File: config.mk
export PLATFORM = sky130hd
export DESIGN_NAME = data_ram_arbiter
export DESIGN_NICKNAME = d
export VERILOG_FILES = /design/src/rtl/ram_arb_pkg.sv /design/src/rtl/ram_arb_select.sv /design/src/rtl/data_ram_arbiter.sv
export SDC_FILE = /design/constraint.sdc
export NUM_CORES = 1
export LEC_CHECK = 0
export ABC_AREA = 1
export BUFFER_PORTS_ARGS = -buffer_cell sky130_fd_sc_hd__buf_2
export CAP_MARGIN = 20
export CORE_MARGIN = 2
export CORE_UTILIZATION = 25
export CTS_CLUSTER_SIZE = 14
export DETAILED_ROUTE_END_ITERATION = 12
export PLACE_DENSITY = 0.56
export SETUP_SLACK_MARGIN = 0.3
export SLEW_MARGIN = 20
export SYNTH_ARGS = -nofsm -noshare
export SYNTH_HDL_FRONTEND = slang
export SYNTH_HIERARCHICAL = 1
export SYNTH_SLANG_ARGS = --single-unit
File: constraint.sdc
create_clock -name clk -period 1.8 [get_ports clk]
set_input_delay 0.27 -clock clk [delete_from_list [all_inputs] [get_ports clk]]
set_output_delay 0.27 -clock clk [all_outputs]
set_load 0.02 [all_outputs]
File: src/rtl/ram_arb_pkg.sv
// Shared types for the data RAM arbiter: FSM states, grant encoding and
// default read timeout.
package ram_arb_pkg;

    typedef enum logic [1:0] {
        IDLE    = 2'd0,
        ISSUE   = 2'd1,
        WAIT_RD = 2'd2
    } state_t;

    typedef enum logic {
        GNT_FETCH = 1'b0,
        GNT_EXEC  = 1'b1
    } grant_t;

    localparam int DEFAULT_TIMEOUT = 4;

endpackage

File: src/rtl/ram_arb_select.sv
// Combinational winner pick between fetch and execute requests.
// RAM_ARB_ROUND_ROBIN_EN: ties go to the requester not granted last.
module ram_arb_select
    import ram_arb_pkg::*;
(
    input  logic   fReq,
    input  logic   eReq,
`ifdef RAM_ARB_ROUND_ROBIN_EN
    input  grant_t lastGnt,
`endif
    output logic   anyReq,
    output grant_t winner
);

    always_comb begin
        anyReq = fReq | eReq;
        winner = GNT_FETCH;
`ifdef RAM_ARB_ROUND_ROBIN_EN
        if (fReq && eReq) begin
            winner = (lastGnt == GNT_EXEC) ? GNT_FETCH : GNT_EXEC;
        end else if (eReq) begin
            winner = GNT_EXEC;
        end
`else
        if (eReq) begin
            winner = GNT_EXEC;
        end
`endif
    end

endmodule

File: src/rtl/data_ram_arbiter.sv
// Serialises fetch/execute accesses onto the single-port data RAM.
// Define RAM_ARB_ROUND_ROBIN_EN for round-robin tie-breaking.
module data_ram_arbiter
    import ram_arb_pkg::*;
#(
    parameter int width   = 8,
    parameter int length  = 8,
    parameter int TIMEOUT = DEFAULT_TIMEOUT
) (
    input  logic              clk,
    input  logic              clr,
    input  logic              f_req,
    input  logic [length-1:0] f_addr,
    output logic              f_ack,
    output logic [width-1:0]  f_data,
    input  logic              e_req,
    input  logic              e_we,
    input  logic [length-1:0] e_addr,
    input  logic [width-1:0]  e_wdata,
    output logic              e_ack,
    output logic [width-1:0]  e_rdata,
    output logic              rd_err,
    output logic              busy,
    output logic              ram_we,
    output logic              ram_re,
    output logic [length-1:0] ram_addr,
    output logic [length-1:0] ram_read_addr,
    output logic [width-1:0]  ram_wdata,
    input  logic              ram_data_ready,
    input  logic [width-1:0]  ram_rdata
);

    localparam int CW = $clog2(TIMEOUT + 1);

    state_t            state, stateNext;
    grant_t            curGnt, curGntNext;
    grant_t            winner;
    logic              anyReq;
    logic              curWe, curWeNext;
    logic [length-1:0] addrReg, addrNext;
    logic [width-1:0]  wdataReg, wdataNext;
    logic [width-1:0]  fDataReg, fDataNext;
    logic [width-1:0]  eDataReg, eDataNext;
    logic              fAckReg, fAckNext;
    logic              eAckReg, eAckNext;
    logic              errReg, errNext;
    logic              weReg, weNext;
    logic              reReg, reNext;
    logic [CW-1:0]     cnt, cntNext;
    logic              doneRd, doneErr;

`ifdef RAM_ARB_ROUND_ROBIN_EN
    grant_t gntPtr, gntPtrNext;

    always_comb begin
        gntPtrNext = gntPtr;
        if (state == IDLE && anyReq) begin
            gntPtrNext = winner;
        end
    end

    always_ff @(posedge clk) begin
        if (clr) begin
            gntPtr <= GNT_FETCH;
        end else begin
            gntPtr <= gntPtrNext;
        end
    end
`endif

    ram_arb_select uSelect (
        .fReq    (f_req),
        .eReq    (e_req),
`ifdef RAM_ARB_ROUND_ROBIN_EN
        .lastGnt (gntPtr),
`endif
        .anyReq  (anyReq),
        .winner  (winner)
    );

    always_comb begin
        stateNext  = state;
        curGntNext = curGnt;
        curWeNext  = curWe;
        addrNext   = addrReg;
        wdataNext  = wdataReg;
        fDataNext  = fDataReg;
        eDataNext  = eDataReg;
        cntNext    = cnt;
        fAckNext   = 1'b0;
        eAckNext   = 1'b0;
        errNext    = 1'b0;
        weNext     = 1'b0;
        reNext     = 1'b0;
        doneRd     = 1'b0;
        doneErr    = 1'b0;

        unique case (state)
            IDLE: begin
                if (anyReq) begin
                    curGntNext = winner;
                    stateNext  = ISSUE;
                    if (winner == GNT_EXEC) begin
                        curWeNext = e_we;
                        addrNext  = e_addr;
                        wdataNext = e_wdata;
                    end else begin
                        curWeNext = 1'b0;
                        addrNext  = f_addr;
                    end
                    // Strobes load here so they span the whole ISSUE cycle.
                    weNext = curWeNext;
                    reNext = ~curWeNext;
                end
            end
            ISSUE: begin
                if (curWe) begin
                    eAckNext  = 1'b1;
                    stateNext = IDLE;
                end else if (ram_data_ready) begin
                    doneRd = 1'b1;
                end else begin
                    reNext    = 1'b1;
                    cntNext   = CW'(1);
                    stateNext = WAIT_RD;
                end
            end
            WAIT_RD: begin
                if (ram_data_ready) begin
                    doneRd = 1'b1;
                end else if (cnt == CW'(TIMEOUT)) begin
                    doneErr = 1'b1;
                end else begin
                    reNext  = 1'b1;
                    cntNext = cnt + CW'(1);
                end
            end
            default: begin
                stateNext = IDLE;
            end
        endcase

        // A timed-out read acks but leaves the data register untouched.
        if (doneRd || doneErr) begin
            stateNext = IDLE;
            errNext   = doneErr;
            if (curGnt == GNT_EXEC) begin
                eAckNext = 1'b1;
                if (doneRd) begin
                    eDataNext = ram_rdata;
                end
            end else begin
                fAckNext = 1'b1;
                if (doneRd) begin
                    fDataNext = ram_rdata;
                end
            end
        end
    end

    always_ff @(posedge clk) begin
        if (clr) begin
            state    <= IDLE;
            curGnt   <= GNT_FETCH;
            curWe    <= 1'b0;
            addrReg  <= '0;
            wdataReg <= '0;
            fDataReg <= '0;
            eDataReg <= '0;
            cnt      <= '0;
            fAckReg  <= 1'b0;
            eAckReg  <= 1'b0;
            errReg   <= 1'b0;
            weReg    <= 1'b0;
            reReg    <= 1'b0;
        end else begin
            state    <= stateNext;
            curGnt   <= curGntNext;
            curWe    <= curWeNext;
            addrReg  <= addrNext;
            wdataReg <= wdataNext;
            fDataReg <= fDataNext;
            eDataReg <= eDataNext;
            cnt      <= cntNext;
            fAckReg  <= fAckNext;
            eAckReg  <= eAckNext;
            errReg   <= errNext;
            weReg    <= weNext;
            reReg    <= reNext;
        end
    end

    assign f_ack         = fAckReg;
    assign f_data        = fDataReg;
    assign e_ack         = eAckReg;
    assign e_rdata       = eDataReg;
    assign rd_err        = errReg;
    assign busy          = (state != IDLE);
    assign ram_we        = weReg;
    assign ram_re        = reReg;
    assign ram_addr      = addrReg;
    assign ram_read_addr = addrReg;
    assign ram_wdata     = wdataReg;

endmodule

==> key figures <==
Timing
  – Final Cycle Share: 78.6%
  – Fin Setup TNS: 0 ns
  – Setup WS post-layout: 0.385 ns
  – RSZ-0062 raised after global routing: false
  – Hold Fails Final Rpt: 0
  – Tightest Pin Transition: 0.413 ns
  – Finish-stage setup viols: 0
  – FMAX: 707 MHz
  – Min Hold Slack: 0.201 ns
  – Min Clock Period, post-route: 1.41 ns
  – Clk_skew: 0.00832 ns
  – Max Slew Vio Count: 0
  – Worst slew margin: 72.3%

Logic synthesis
  – Synth Net Count: 337
  – Synth warn: 6
  – Post-Syn Area: 0.00209 mm^2
  – Count of unique library cells instantiated by Yosys: 21
  – Post-synthesis sequential area ratio: 42.1%
  – EDFF count, synth: 0
  – Mean post-synth cell area: 7.16 um^2
  – Ys async rst share: 0%
  – Cells after synthesis: 292
  – #FFs+latches synth: 44
  – Post-synth top flop: dfxtp_1

Power and ir drop
  – PwrDens: 1070 mW/mm^2
  – Final Total Pwr: 2.98 mW
  – Leakage: 1.48 nW
  – Worst VDD drop: 0.489 mV

Global route
  – First-pass GRT wire length: 8050 um
  – Number of global-route vias before repair: 1773
  – Total GRT Usage: 11.3%
  – Grt ovf: 0
  – Largest net degree at the start of global routing: 32
  – Initial antenna violation count: 0

Detailed routing
  – Number of routed nets with antenna violations: 0
  – Routed WL per cell: 11.0 um
  – Via density per instance: 4.21
  – Detailed Routing Iterations Pass 1: 4
  – Number of vias in the routed layout: 2011
  – Initial DRC Count: 49
  – Routed Wire Length: 5260 um
  – Remaining DRCs: 0

Critical path
  – Crit path DAT: 1.14 ns
  – Setup CP Type: reg2out
  – Worst Setup Start Kind: flop
  – Slowest library cell on the worst path: dfxtp_4
  – Family with the most delay on the worst path: flip-flops
  – Crit. End Element: primary output
  – Crit path cell chain: inv_2, ha_4, inv_1, buf_4
  – CP peak stage delay: 0.39 ns
  – Crit-path max FO: 4
  – CP Buf/Inv Count: 3
  – Worst EP required: 1.53 ns

Clocking
  – Worst-path clk slew: 0.09 ns
  – Clock buffer depth: 2
  – CTS tree: built
  – Clock root buffer: clkbuf_8
  – Cts bufs inserted: 5
  – CTS sink count: 44
  – H-Tree Depth: 2
  – Latest clock arrival within the worst-skew pair: 0.30 ns

Placed design
  – Place WS: 0.227 ns
  – Placed cell areas: 0.00251 mm^2
  – IO buf count: 83
  – Detailed Place HPWL: 3660 um
  – Gpl congestion: 0.803

Die
  – Die Width: 95.5 um
  – Starting Density: 25.6%
  – Core area: 0.00818 mm^2
  – I/O Pins: 84
  – Die area: 0.00911 mm^2
  – Die height: 95.5 um
  – # rows: 33

Hold path
  – Hold WC Path Type: in2reg

Cells and area
  – Number of inserted diodes: 0
  – Final Instance Area: 0.00278 mm^2
  – Fin nets: 417
  – Area Overhead vs Synth: 33.0%
  – Fraction of final layout cells sized beyond drive strength 1: 32.4%

Flow run
  – Max-cap viol count: 0

Outcome
  – Status: finished, final reports clean
-- final cells by class --
class | count | area, um^2
clock buffer | 6 | 82.6
clock inverter | 2 | 38.8
fill | 912 | 5390
inverter | 41 | 156
sequential | 44 | 888
multi-input combinational | 189 | 993
tap | 105 | 131
timing repair buffer | 91 | 490
-- flip-flops by register name, summed over array words and instances (netlist names) --
register / flops
e_ack: 1
f_ack: 1
ram_addr: 8
f_data: 8
e_rdata: 8
cnt: 3
state: 2
curGnt: 1
ram_re: 1
curWe: 1
ram_wdata: 8
rd_err: 1
ram_we: 1
-- synth_stat cells, types with 2 or more instances --
cell type  number  area share [%]
nand2_1        79              14
dfxtp_1        44              42
inv_1          40             7.2
nor2_1         40             7.2
nand3_1        27             6.5
a21oi_1        14             3.4
buf_4          10             3.6
o211ai_1        8             2.9
ha_1            7             4.2
buf_2           5             1.2
nand2_2         4             1.2
buf_6           2             1.1
clkbuf_8        2             1.3
nand3_4         2             1.7
nor3_1          2            0.48
-- through the flow --
stage               utilization, %  instances
floorplan                        -        292
global placement              30.7        464
detailed placement            30.7        464
CTS                           32.3        472
global route                  34.0        478
finish                        34.0        478
-- cell usage in the layout, fill, tap and decap left out --
master	netlist	final
ha_4	0	3
o211ai_1	8	8
nand2_1	79	75
ha_1	7	4
o21ai_1	1	1
nand3_1	27	27
buf_2	5	82
buf_4	10	8
clkbuf_8	2	6
dfxtp_4	0	2
nand4_1	1	1
a21oi_1	14	14
clkinv_4	0	1
inv_2	1	2
nand2_8	0	1
inv_4	0	1
nand3_2	1	1
nand3_4	2	4
dfxtp_1	44	42
nor3_1	2	2
buf_12	0	1
nand2_2	4	8
nor2_1	40	40
inv_1	40	38
bufinv_16	0	1
-- report_power, final --
part | total [mW] | switching (mW) | internal (mW) | leakage, nW
Sequential | 1.19 | 0.0930 | 1.10 | 0.361
Combinational | 0.985 | 0.611 | 0.374 | 1.06
Clock | 0.806 | 0.352 | 0.454 | 0.0614
Total | 2.98 | 1.06 | 1.92 | 1.48
-- final timing paths --
kind | from | endpoint | slack [ns] | cells past startpoint
max reg2reg | state[0] | ram_addr[3] | 0.41 | 8
min reg2reg | ram_wdata[3] | ram_wdata[3] | 0.46 | 2
max | state[0] | busy | 0.39 | 4
min | ram_rdata[2] | e_rdata[2] | 0.20 | 3
-- per-layer routing --
metal | track usage (%) | part of all wire [%] | vias up
li1 | - | - | 1061
met1 | 13.9 | 45 | 887
met2 | 18.4 | 46 | 53
met3 | 3.00 | 5.8 | 10
met4 | 4.88 | 2.4 | 0
met5 | 0 | 0 | -
-- cell families (layout without fill, tap and decap cells) --
kind of cell               count (synthesis)  in the layout  share of synthesized area [%]
AOI/OAI and AO/OA                         23             23                           6.46
adders and majority gates                  7              7                           4.19
buffers and inverters                     61            140                           14.7
DFF                                       44             44                           42.1
and+or+nand+nor                          157            159                           32.5
-- worst register-to-register path, stage by stage (launching register included) --
cell	delay (ns)
dfxtp_4	0.39
inv_2	0.08
ha_4	0.16
nand2_1	0.13
inv_2	0.09
buf_4	0.14
buf_4	0.12
o211ai_1	0.14
inv_1	0.05
-- repair_timing --
| action | CTS | global route |
|---|---|---|
| setup endpoints to repair | 18 | 32 |
| cloned | 0 | 2 |
| pin swaps | 0 | 4 |
| resized for setup | 4 | 17 |
| hold buffers | 0 | 0 |
| setup buffers | 0 | 4 |
| hold endpoints to repair | 0 | 0 |
No activity file was read; power rests on OpenSTA's default activity.
